$ cat src/rtl/uart_pkg.sv
// Shared types and helpers for the oversampling UART receive path.
// Also intended for the matching transmit side.
package uart_pkg;

  typedef enum logic [1:0] {
    PM_NONE = 2'b00,
    PM_EVEN = 2'b01,
    PM_ODD  = 2'b10,
    PM_RSVD = 2'b11
  } parity_mode_t;

  typedef enum logic [2:0] {
    S_IDLE,
    S_START,
    S_DATA,
    S_PARITY,
    S_STOP,
    S_BREAK_WAIT
  } rx_state_t;

  localparam int ERR_BREAK  = 0;
  localparam int ERR_PARITY = 1;
  localparam int ERR_FRAME  = 2;

  // Rounded clock divider for the oversampling tick, never below 1.
  function automatic int calc_div(input int sysclk, input int baud, input int os);
    int d;
    d = (sysclk + (baud * os) / 2) / (baud * os);
    return (d < 1) ? 1 : d;
  endfunction

endpackage

$ cat src/rtl/uart_sync_fifo.sv
// First-word-fall-through synchronous FIFO with occupancy count and a
// sticky overflow flag. Head entry is registered; empty reads as zero.
module uart_sync_fifo #(
  parameter int WIDTH = 11,
  parameter int DEPTH = 8
) (
  input  logic                         clk,
  input  logic                         srst,
  input  logic                         wr_en,
  input  logic [WIDTH-1:0]             wr_data,
  input  logic                         rd_en,
  output logic [WIDTH-1:0]             rd_data,
  output logic [$clog2(DEPTH+1)-1:0]   count,
  output logic                         full,
  output logic                         empty,
  output logic                         overflow
);

  localparam int PTR_W = $clog2(DEPTH);
  localparam int CNT_W = $clog2(DEPTH+1);

  logic [WIDTH-1:0] mem [DEPTH];
  logic [PTR_W-1:0] wr_ptr_reg, rd_ptr_reg, rd_ptr_next;
  logic [CNT_W-1:0] count_reg, count_next;
  logic [WIDTH-1:0] head_reg;
  logic             ovf_reg;
  logic             pop, push_ok;

  assign empty    = (count_reg == '0);
  assign full     = (count_reg == CNT_W'(DEPTH));
  assign pop      = rd_en & ~empty;
  // A full FIFO still accepts a write when the same cycle frees a slot.
  assign push_ok  = wr_en & (~full | pop);
  assign rd_ptr_next = rd_ptr_reg + PTR_W'(pop);
  assign count_next  = count_reg + CNT_W'(push_ok) - CNT_W'(pop);

  assign rd_data  = head_reg;
  assign count    = count_reg;
  assign overflow = ovf_reg;

  always_ff @(posedge clk) begin
    if (push_ok) mem[wr_ptr_reg] <= wr_data;
  end

  always_ff @(posedge clk) begin
    if (srst) begin
      wr_ptr_reg <= '0;
      rd_ptr_reg <= '0;
      count_reg  <= '0;
      head_reg   <= '0;
      ovf_reg    <= 1'b0;
    end else begin
      wr_ptr_reg <= wr_ptr_reg + PTR_W'(push_ok);
      rd_ptr_reg <= rd_ptr_next;
      count_reg  <= count_next;
      if (wr_en & full & ~pop) ovf_reg <= 1'b1;
      // Bypass the array when the next head is the entry being written now.
      if (count_next == '0)
        head_reg <= '0;
      else if (push_ok && (wr_ptr_reg == rd_ptr_next))
        head_reg <= wr_data;
      else
        head_reg <= mem[rd_ptr_next];
    end
  end

endmodule

$ cat src/rtl/uart_rx_os.sv
// Oversampling UART receiver: synchronizer, tick divider, frame FSM with
// parity/stop/break detection, and a status-carrying FWFT receive FIFO.
module uart_rx_os
  import uart_pkg::*;
#(
  parameter int SYSCLK_RATE = 100000000,
  parameter int BAUD_RATE   = 9600,
  parameter int OVERSAMPLE  = 16,
  parameter int DATA_BITS   = 8,
  parameter int FIFO_DEPTH  = 8,
  parameter int RTS_MARGIN  = 2
) (
  input  logic                              SysClk,
  input  logic                              Rst,
  input  logic                              Rx,
  input  logic [1:0]                        Parity_Mode,
  input  logic                              Stop_Sel,
  input  logic                              Read_Done,
  output logic [DATA_BITS-1:0]              Data_Out,
  output logic [2:0]                        Rx_Error,
  output logic                              Data_Rdy,
  output logic                              FIFO_Empty,
  output logic                              FIFO_Full,
  output logic                              FIFO_Overflow,
  output logic                              RTS,
  output logic [$clog2(FIFO_DEPTH+1)-1:0]   Count,
  output logic                              Rx_Busy
);

  localparam int DIV   = calc_div(SYSCLK_RATE, BAUD_RATE, OVERSAMPLE);
  localparam int DIV_W = $clog2(DIV+1);
  localparam int OS_W  = $clog2(OVERSAMPLE);
  localparam int BIT_W = $clog2(DATA_BITS+1);
  localparam int CNT_W = $clog2(FIFO_DEPTH+1);
  localparam int ENT_W = DATA_BITS + 3;

  logic                sync1_reg, sync2_reg, rx_s;
  logic [DIV_W-1:0]    div_cnt_reg;
  logic                tick;
  rx_state_t           state_reg;
  logic [OS_W-1:0]     os_cnt_reg;
  logic [BIT_W-1:0]    bit_cnt_reg;
  logic [DATA_BITS-1:0] shift_reg;
  parity_mode_t        mode_reg;
  logic                two_stop_reg, stop_idx_reg;
  logic                par_bit_reg, par_err_reg, frame_err_reg;
  logic                push_reg;
  logic [ENT_W-1:0]    push_data_reg;
  logic [ENT_W-1:0]    head;
  logic                rts_reg;
  logic                par_en, full_pt, half_pt, is_break;
  logic [2:0]          err_normal, err_break;

  assign rx_s    = sync2_reg;
  assign tick    = (div_cnt_reg == DIV_W'(DIV - 1));
  assign full_pt = tick && (os_cnt_reg == OS_W'(OVERSAMPLE - 1));
  assign half_pt = tick && (os_cnt_reg == OS_W'(OVERSAMPLE/2 - 1));
  assign par_en  = (mode_reg == PM_EVEN) || (mode_reg == PM_ODD);
  // par_bit_reg is cleared at frame start, so it is 0 when parity is off.
  assign is_break = !stop_idx_reg && (shift_reg == '0) && !par_bit_reg && !rx_s;

  always_comb begin
    err_normal             = 3'b000;
    err_normal[ERR_FRAME]  = frame_err_reg | ~rx_s;
    err_normal[ERR_PARITY] = par_err_reg;
    err_break              = 3'b000;
    err_break[ERR_BREAK]   = 1'b1;
  end

  always_ff @(posedge SysClk) begin
    if (Rst) begin
      sync1_reg   <= 1'b1;
      sync2_reg   <= 1'b1;
      div_cnt_reg <= '0;
    end else begin
      sync1_reg   <= Rx;
      sync2_reg   <= sync1_reg;
      div_cnt_reg <= tick ? '0 : div_cnt_reg + DIV_W'(1);
    end
  end

  always_ff @(posedge SysClk) begin
    if (Rst) begin
      state_reg     <= S_IDLE;
      os_cnt_reg    <= '0;
      bit_cnt_reg   <= '0;
      shift_reg     <= '0;
      mode_reg      <= PM_NONE;
      two_stop_reg  <= 1'b0;
      stop_idx_reg  <= 1'b0;
      par_bit_reg   <= 1'b0;
      par_err_reg   <= 1'b0;
      frame_err_reg <= 1'b0;
      push_reg      <= 1'b0;
      push_data_reg <= '0;
    end else begin
      push_reg <= 1'b0;
      if (tick) os_cnt_reg <= full_pt ? '0 : os_cnt_reg + OS_W'(1);
      case (state_reg)
        S_IDLE: begin
          if (tick && !rx_s) begin
            state_reg     <= S_START;
            os_cnt_reg    <= '0;
            bit_cnt_reg   <= '0;
            mode_reg      <= parity_mode_t'(Parity_Mode);
            two_stop_reg  <= Stop_Sel;
            stop_idx_reg  <= 1'b0;
            par_bit_reg   <= 1'b0;
            par_err_reg   <= 1'b0;
            frame_err_reg <= 1'b0;
          end
        end
        S_START: begin
          if (half_pt) begin
            os_cnt_reg <= '0;
            state_reg  <= rx_s ? S_IDLE : S_DATA;
          end
        end
        S_DATA: begin
          if (full_pt) begin
            shift_reg   <= {shift_reg[DATA_BITS-2:0], rx_s};
            bit_cnt_reg <= bit_cnt_reg + BIT_W'(1);
            if (bit_cnt_reg == BIT_W'(DATA_BITS - 1))
              state_reg <= par_en ? S_PARITY : S_STOP;
          end
        end
        S_PARITY: begin
          if (full_pt) begin
            par_bit_reg <= rx_s;
            par_err_reg <= rx_s ^ (^shift_reg) ^ (mode_reg == PM_ODD);
            state_reg   <= S_STOP;
          end
        end
        S_STOP: begin
          if (full_pt) begin
            if (is_break) begin
              push_reg      <= 1'b1;
              push_data_reg <= {err_break, {DATA_BITS{1'b0}}};
              state_reg     <= S_BREAK_WAIT;
            end else if (!stop_idx_reg && two_stop_reg) begin
              frame_err_reg <= ~rx_s;
              stop_idx_reg  <= 1'b1;
            end else begin
              push_reg      <= 1'b1;
              push_data_reg <= {err_normal, shift_reg};
              state_reg     <= S_IDLE;
            end
          end
        end
        S_BREAK_WAIT: begin
          if (rx_s) state_reg <= S_IDLE;
        end
        default: state_reg <= S_IDLE;
      endcase
    end
  end

  uart_sync_fifo #(
    .WIDTH (ENT_W),
    .DEPTH (FIFO_DEPTH)
  ) u_fifo (
    .clk      (SysClk),
    .srst     (Rst),
    .wr_en    (push_reg),
    .wr_data  (push_data_reg),
    .rd_en    (Read_Done),
    .rd_data  (head),
    .count    (Count),
    .full     (FIFO_Full),
    .empty    (FIFO_Empty),
    .overflow (FIFO_Overflow)
  );

  always_ff @(posedge SysClk) begin
    if (Rst) rts_reg <= 1'b1;
    else     rts_reg <= (Count < CNT_W'(FIFO_DEPTH - RTS_MARGIN));
  end

  assign Data_Out = head[DATA_BITS-1:0];
  assign Rx_Error = head[DATA_BITS +: 3];
  assign Data_Rdy = ~FIFO_Empty;
  assign RTS      = rts_reg;
  assign Rx_Busy  = (state_reg != S_IDLE);

endmodule

$ cat config.mk
export PLATFORM = sky130hd
export DESIGN_NAME = uart_rx_os
export DESIGN_NICKNAME = d
export VERILOG_FILES = /design/src/rtl/uart_pkg.sv /design/src/rtl/uart_sync_fifo.sv /design/src/rtl/uart_rx_os.sv
export SDC_FILE = /design/constraint.sdc
export NUM_CORES = 1
export LEC_CHECK = 0
export ABC_CLOCK_PERIOD_IN_PS = 5100
export CAP_MARGIN = 40
export CORE_MARGIN = 2
export CORE_UTILIZATION = 65
export DETAILED_ROUTE_END_ITERATION = 7
export HOLD_SLACK_MARGIN = 0.12
export PLACE_DENSITY_LB_ADDON = 0.05
export SYNTH_ARGS = -nofsm -noshare
export SYNTH_HDL_FRONTEND = slang
export SYNTH_SLANG_ARGS = --single-unit
$ cat constraint.sdc
create_clock -name SysClk -period 5.1 [get_ports SysClk]
set_clock_uncertainty 0.2 [all_clocks]
set_input_delay 1.02 -clock SysClk [delete_from_list [all_inputs] [get_ports SysClk]]
set_output_delay 1.02 -clock SysClk [all_outputs]
set_load 0.05 [all_outputs]
-- Word level (Yosys, flattened, before mapping)
Memories as Yosys holds them, arrays and structs flattened. A register that Yosys moved wholly into a read port is not among the register bits.
Cells that the tools add are included.
Widths: inputs -> output; s select.
- RAM bits: 88
- logic and storage cells: 135
- memories: 1
- output and inout bits: 21
- bits in registers: 62
- bits of input ports: 7
- memories (memory ; depth ; width ; rd ports ; clocked after memory_dff ; write ports ; line ; text):
    u_fifo.mem ; 8 ; 11 ; 1 ; 1 ; 1 ; uart_sync_fifo.sv:22 ; logic [WIDTH-1:0] mem [DEPTH];
- bitwise logic cells: 14
- muxes and demuxes: 39
- magnitude comparators: 1
- reductions and logical operators: 30
- eq/ne operators: 23
- add/sub/neg operators: 7
- operator list (cell ; number):
    $mux 3 ; 10
    $mux 4 ; 6
    $mux 11 ; 2
    $ne 2x2->1 const B ; 10
    $pmux 3 s6 ; 1
    $pmux 4 s2 ; 2
    $mux 1 ; 13
    $add 10x1->10 const B ; 1
    $eq 10x10->1 const B ; 1
    $reduce_and 3->1 ; 3
    $add 4x1->4 const B ; 2
    $eq 4x3->1 const B ; 2
    $eq 4x4->1 const B ; 2
    $logic_not 4->1 ; 2
    $logic_not 8->1 ; 1
    $pmux 1 s2 ; 4
    $reduce_and 8->1 ; 1
    $reduce_xor 8->1 ; 1
    $logic_and 1x1->1 ; 7
    $add 3x1->3 ; 2
    $eq 3x2->1 const B ; 2
    $eq 3x3->1 const B ; 2
    $not 1->1 ; 6
    $reduce_bool 2->1 ; 3
    other kinds (19) ; 28

-- Logic depth before layout (Yosys ltp)
- word-level depth: 9
- mapped depth: 13
- mapped depth without buffers: 12

-- Hierarchy
From an unflattened synthesis, not the netlist that was laid out.
- cell total of the unflattened synthesis: 558
- area, all modules: 7088.0 um^2
- modules (own cells, without submodules) (module ; sequential area each (um^2) ; area each (um^2) ; cells an instance ; instances):
    uart_sync_fifo ; 3083.0 ; 4654.5 ; 272 ; 1
    uart_rx_os ; 1021.0 ; 2433.6 ; 286 ; 1

-- Worst setup path before layout
Ideal clock, no wire load.
- kind: register to register
- from: register u_fifo.count_reg[2], in the netlist u_fifo.count[2]
- to: register u_fifo.head_reg[10], in the netlist u_fifo.rd_data[10], read port of u_fifo.mem
- required time: 4.772 ns
- cell stages (with the launch flop): 13
- buffers on the path: 2
- arrival: 3.160 ns
- setup time: 0.128 ns
- clock period less this slack: 3.487 ns
- path slack: 1.613 ns
- path through: dfxtp_1 inv_1 ha_1 nand2_1 and2_1 ha_1 ha_1 clkbuf_1 clkbuf_1 mux4_2 mux2_2 mux2i_1 nor2_1
- elaborated cells between the ends (all ways): 12
- classes of those cells: add/sub (3); eq/ne (1); bitwise (5); reduce/logical (3)
- RTL lines (what ; line ; text):
    start: declaration ; uart_sync_fifo.sv:24 ; logic [CNT_W-1:0] count_reg, count_next;
    start signal: assignment ; uart_sync_fifo.sv:55 ; count_reg <= count_next;
    $logic_not 4->1 ; uart_sync_fifo.sv:29 ; assign empty = (count_reg == '0);
    $not 1->1 ; -- ;
    net Data_Rdy ; uart_rx_os.sv:21 ; output logic Data_Rdy,
    $and 1x1->1 ; uart_sync_fifo.sv:31 ; assign pop = rd_en & ~empty;
    $add 3x1->3 ; uart_sync_fifo.sv:34 ; assign rd_ptr_next = rd_ptr_reg + PTR_W'(pop);
    net u_fifo.rd_ptr_next[1] ; uart_sync_fifo.sv:23 ; logic [PTR_W-1:0] wr_ptr_reg, rd_ptr_reg, rd_ptr_next;
    end: declaration ; uart_sync_fifo.sv:25 ; logic [WIDTH-1:0] head_reg;
The timed path passes the listed nets, and every way through them passes these cells.
A chain may end at the register's enable or synchronous reset.

-- Final worst setup path
- from: register u_fifo.count_reg[2], in the netlist u_fifo.count[2]
- to: output port FIFO_Full
- cells in the longest elaborated chain, start to end: 1
- ends and longest elaborated chain (what ; line ; text):
    $eq 4x4->1 ; uart_sync_fifo.sv:30 ; assign full = (count_reg == CNT_W'(DEPTH));
    end: declaration ; uart_rx_os.sv:23 ; output logic FIFO_Full,
Every way passes these cells.

==> results.json <==
{
  "met2_length_um": 6780,
  "synthArstFlopShare_pct": 0,
  "drc_errors": 0,
  "grt_max_degree": 34,
  "drt-total-wl_um": 12800,
  "overflow": 0,
  "path_class": "flip-flop to output port",
  "layout.nets": 577,
  "dpl.hpwl_um": 8110,
  "ys_types": 46,
  "drtIter0Drc": 191,
  "avgRoutedWirePerCell_um": 18.4,
  "max_freq_mhz": 278,
  "clock_latency_ns": 0.52,
  "p_leak_nw": 2.75,
  "pin_count": 28,
  "grt_pass1_vias": 4049,
  "dr_wl_met3_um": 553,
  "final_antenna_net_count": 0,
  "worstMarginPinSlew_ns": 0.871,
  "grt_pass1_wl_um": 21000,
  "tns_ns": 0,
  "maxCapViolCount": 0,
  "grt_usage_pct": 25.2,
  "cts_tree": "built",
  "holdWs_ns": 0.212,
  "detailedPlace.worstSlack_ns": 1.15,
  "coreArea_um2": 10200,
  "setup_violations": 0,
  "synthesis.area_um2": 6730,
  "critPathCaptureType": "output port",
  "mostFrequentLayoutCell": "edfxtp_1",
  "syn_inst": 517,
  "die_h_um": 106,
  "via_per_inst": 5.76,
  "cts_resized": 0,
  "synth_edf_count": 88,
  "htree_levels": 4,
  "port_buffers": 27,
  "synth.avg_cell_area_um2": 13.0,
  "die_area_um2": 11200,
  "rsz0062_at_grt": "no",
  "cts_root_buf": "clkbuf_8",
  "drt-pass1-iter-count": 4,
  "fp-row-count": 37,
  "gp_congestion": 0.808,
  "post-route-period-util_pct": 70.5,
  "post_cts_buffers": 0,
  "maxSlewViolCount": 0,
  "ys_seq_elements": 161,
  "syn_to_final_growth_pct": 14.5,
  "start_kind": "flip-flop",
  "cts_buffers": 17,
  "critPathRequiredTime_ns": 3.88,
  "initial_core_util_pct": 66.0,
  "die_w_um": 106,
  "hold_viol": 0,
  "relSlewSlack_pct": 41.8,
  "clkTransAtPathRegs_ns": 0.06,
  "hold_buffers": 0,
  "top_layer": "met4",
  "synthFlopType": "edfxtp_1",
  "status": "finished clean",
  "largest_register_ffs": 88,
  "clk_path_buf_depth": 2,
  "drive_gt1_share_pct": 16.2,
  "final.min_clock_period_ns": 3.60,
  "vias": 4019,
  "synth_warnings": 0,
  "critPathMaxFanout": 3,
  "cp.arrival_ns": 2.38,
  "min_path_type": "flip-flop to flip-flop",
  "n_antenna_cell": 0,
  "power.density_nw_per_um2": 486,
  "cts.sinks": 161,
  "final_cell_mix": "edfxtp_1, dfxtp_1, nor2_1",
  "synth_seq_area_share_pct": 61.0,
  "synth_nets": 545,
  "drt-met1-wl_um": 5280,
  "antenna_found_initial": 0,
  "vdd_ir_drop_max_uv": 314,
  "layout_setup_ws_ns": 1.50
}
final timing paths:
kind / start / end / slack, ns / cells after the start
max: u_fifo.count[2] / FIFO_Full / 1.50 / 5
min: sync1_reg / rx_s / 0.21 / 1
max reg2reg: u_fifo.count[2] / u_fifo.rd_data[1] / 1.81 / 11
min reg2reg: sync1_reg / rx_s / 0.21 / 1
Yosys cell counts, drive strengths merged, types with 2 or more instances:
master | instances | area share, %
a21o | 2 | 0.22
a21oi | 31 | 2.3
and2 | 2 | 0.19
and3 | 7 | 0.65
and4 | 2 | 0.26
and4b | 2 | 0.30
buf | 14 | 1.3
clkbuf | 13 | 0.73
dfxtp | 73 | 22
edfxtp | 88 | 39
ha | 20 | 3.7
inv | 21 | 1.2
mux2 | 14 | 2.3
mux2i | 15 | 2.2
mux4 | 22 | 7.4
nand2 | 32 | 1.8
nand2b | 7 | 0.65
nand3 | 28 | 2.1
nand3b | 3 | 0.33
nand4 | 5 | 0.47
nor2 | 46 | 2.6
nor2b | 13 | 1.2
nor3 | 8 | 0.76
nor3b | 3 | 0.41
nor4 | 3 | 0.37
o21ai | 4 | 0.35
or2 | 5 | 0.47
xnor2 | 12 | 1.6
xor2 | 13 | 1.7
routing by layer:
layer  global-route usage [%]  vias up
met4                     8.27        0
met2                     43.9       96
met3                     6.80       21
li1                         -     1923
met5                        0        -
met1                     30.7     1979
power by group:
group	internal (mW)	switching, mW
sequential	1.41	0.0365
combinational	0.506	0.610
clock	0.662	0.515
cells by family after synthesis:
| family | share of synthesized area [%] |
|---|---|
| xor gates and xnor gates | 3.26 |
| buffers and inverters | 3.18 |
| and+or+nand+nor | 13.0 |
| muxes | 11.9 |
| AOI/OAI and AO/OA | 3.59 |
| adders and majority gates | 4.02 |
| DFF | 61.0 |
critical path, cell delays in order, from the launching register on:
cell	delay [ns]
dfxtp_1	0.33
inv_1	0.11
ha_1	0.15
or3b_1	0.39
inv_1	0.07
clkdlybuf4s50_1	0.79
layout make-up:
| class | count | area, um2 |
|---|---|---|
| sequential | 161 | 4100 |
| fill | 670 | 2480 |
| multi-input combinational | 308 | 2420 |
| clock buffer | 20 | 467 |
| timing repair buffer | 40 | 367 |
| tap | 136 | 170 |
| clock inverter | 12 | 93.8 |
| inverter | 21 | 78.8 |
per-stage QoR:
step                      instance area, um2  instances  total power [mW]  utilization [%]
final                                   7700        698              3.74             75.6
after global routing                    7700        698              3.91             75.6
after CTS                               7700        698              3.78             75.6
after detailed placement                7140        666              2.59             70.1
after global placement                  7130        665              2.56             70.0
after floorplan                         6730        517              2.37                -
(Power assumes the default switching activity.)
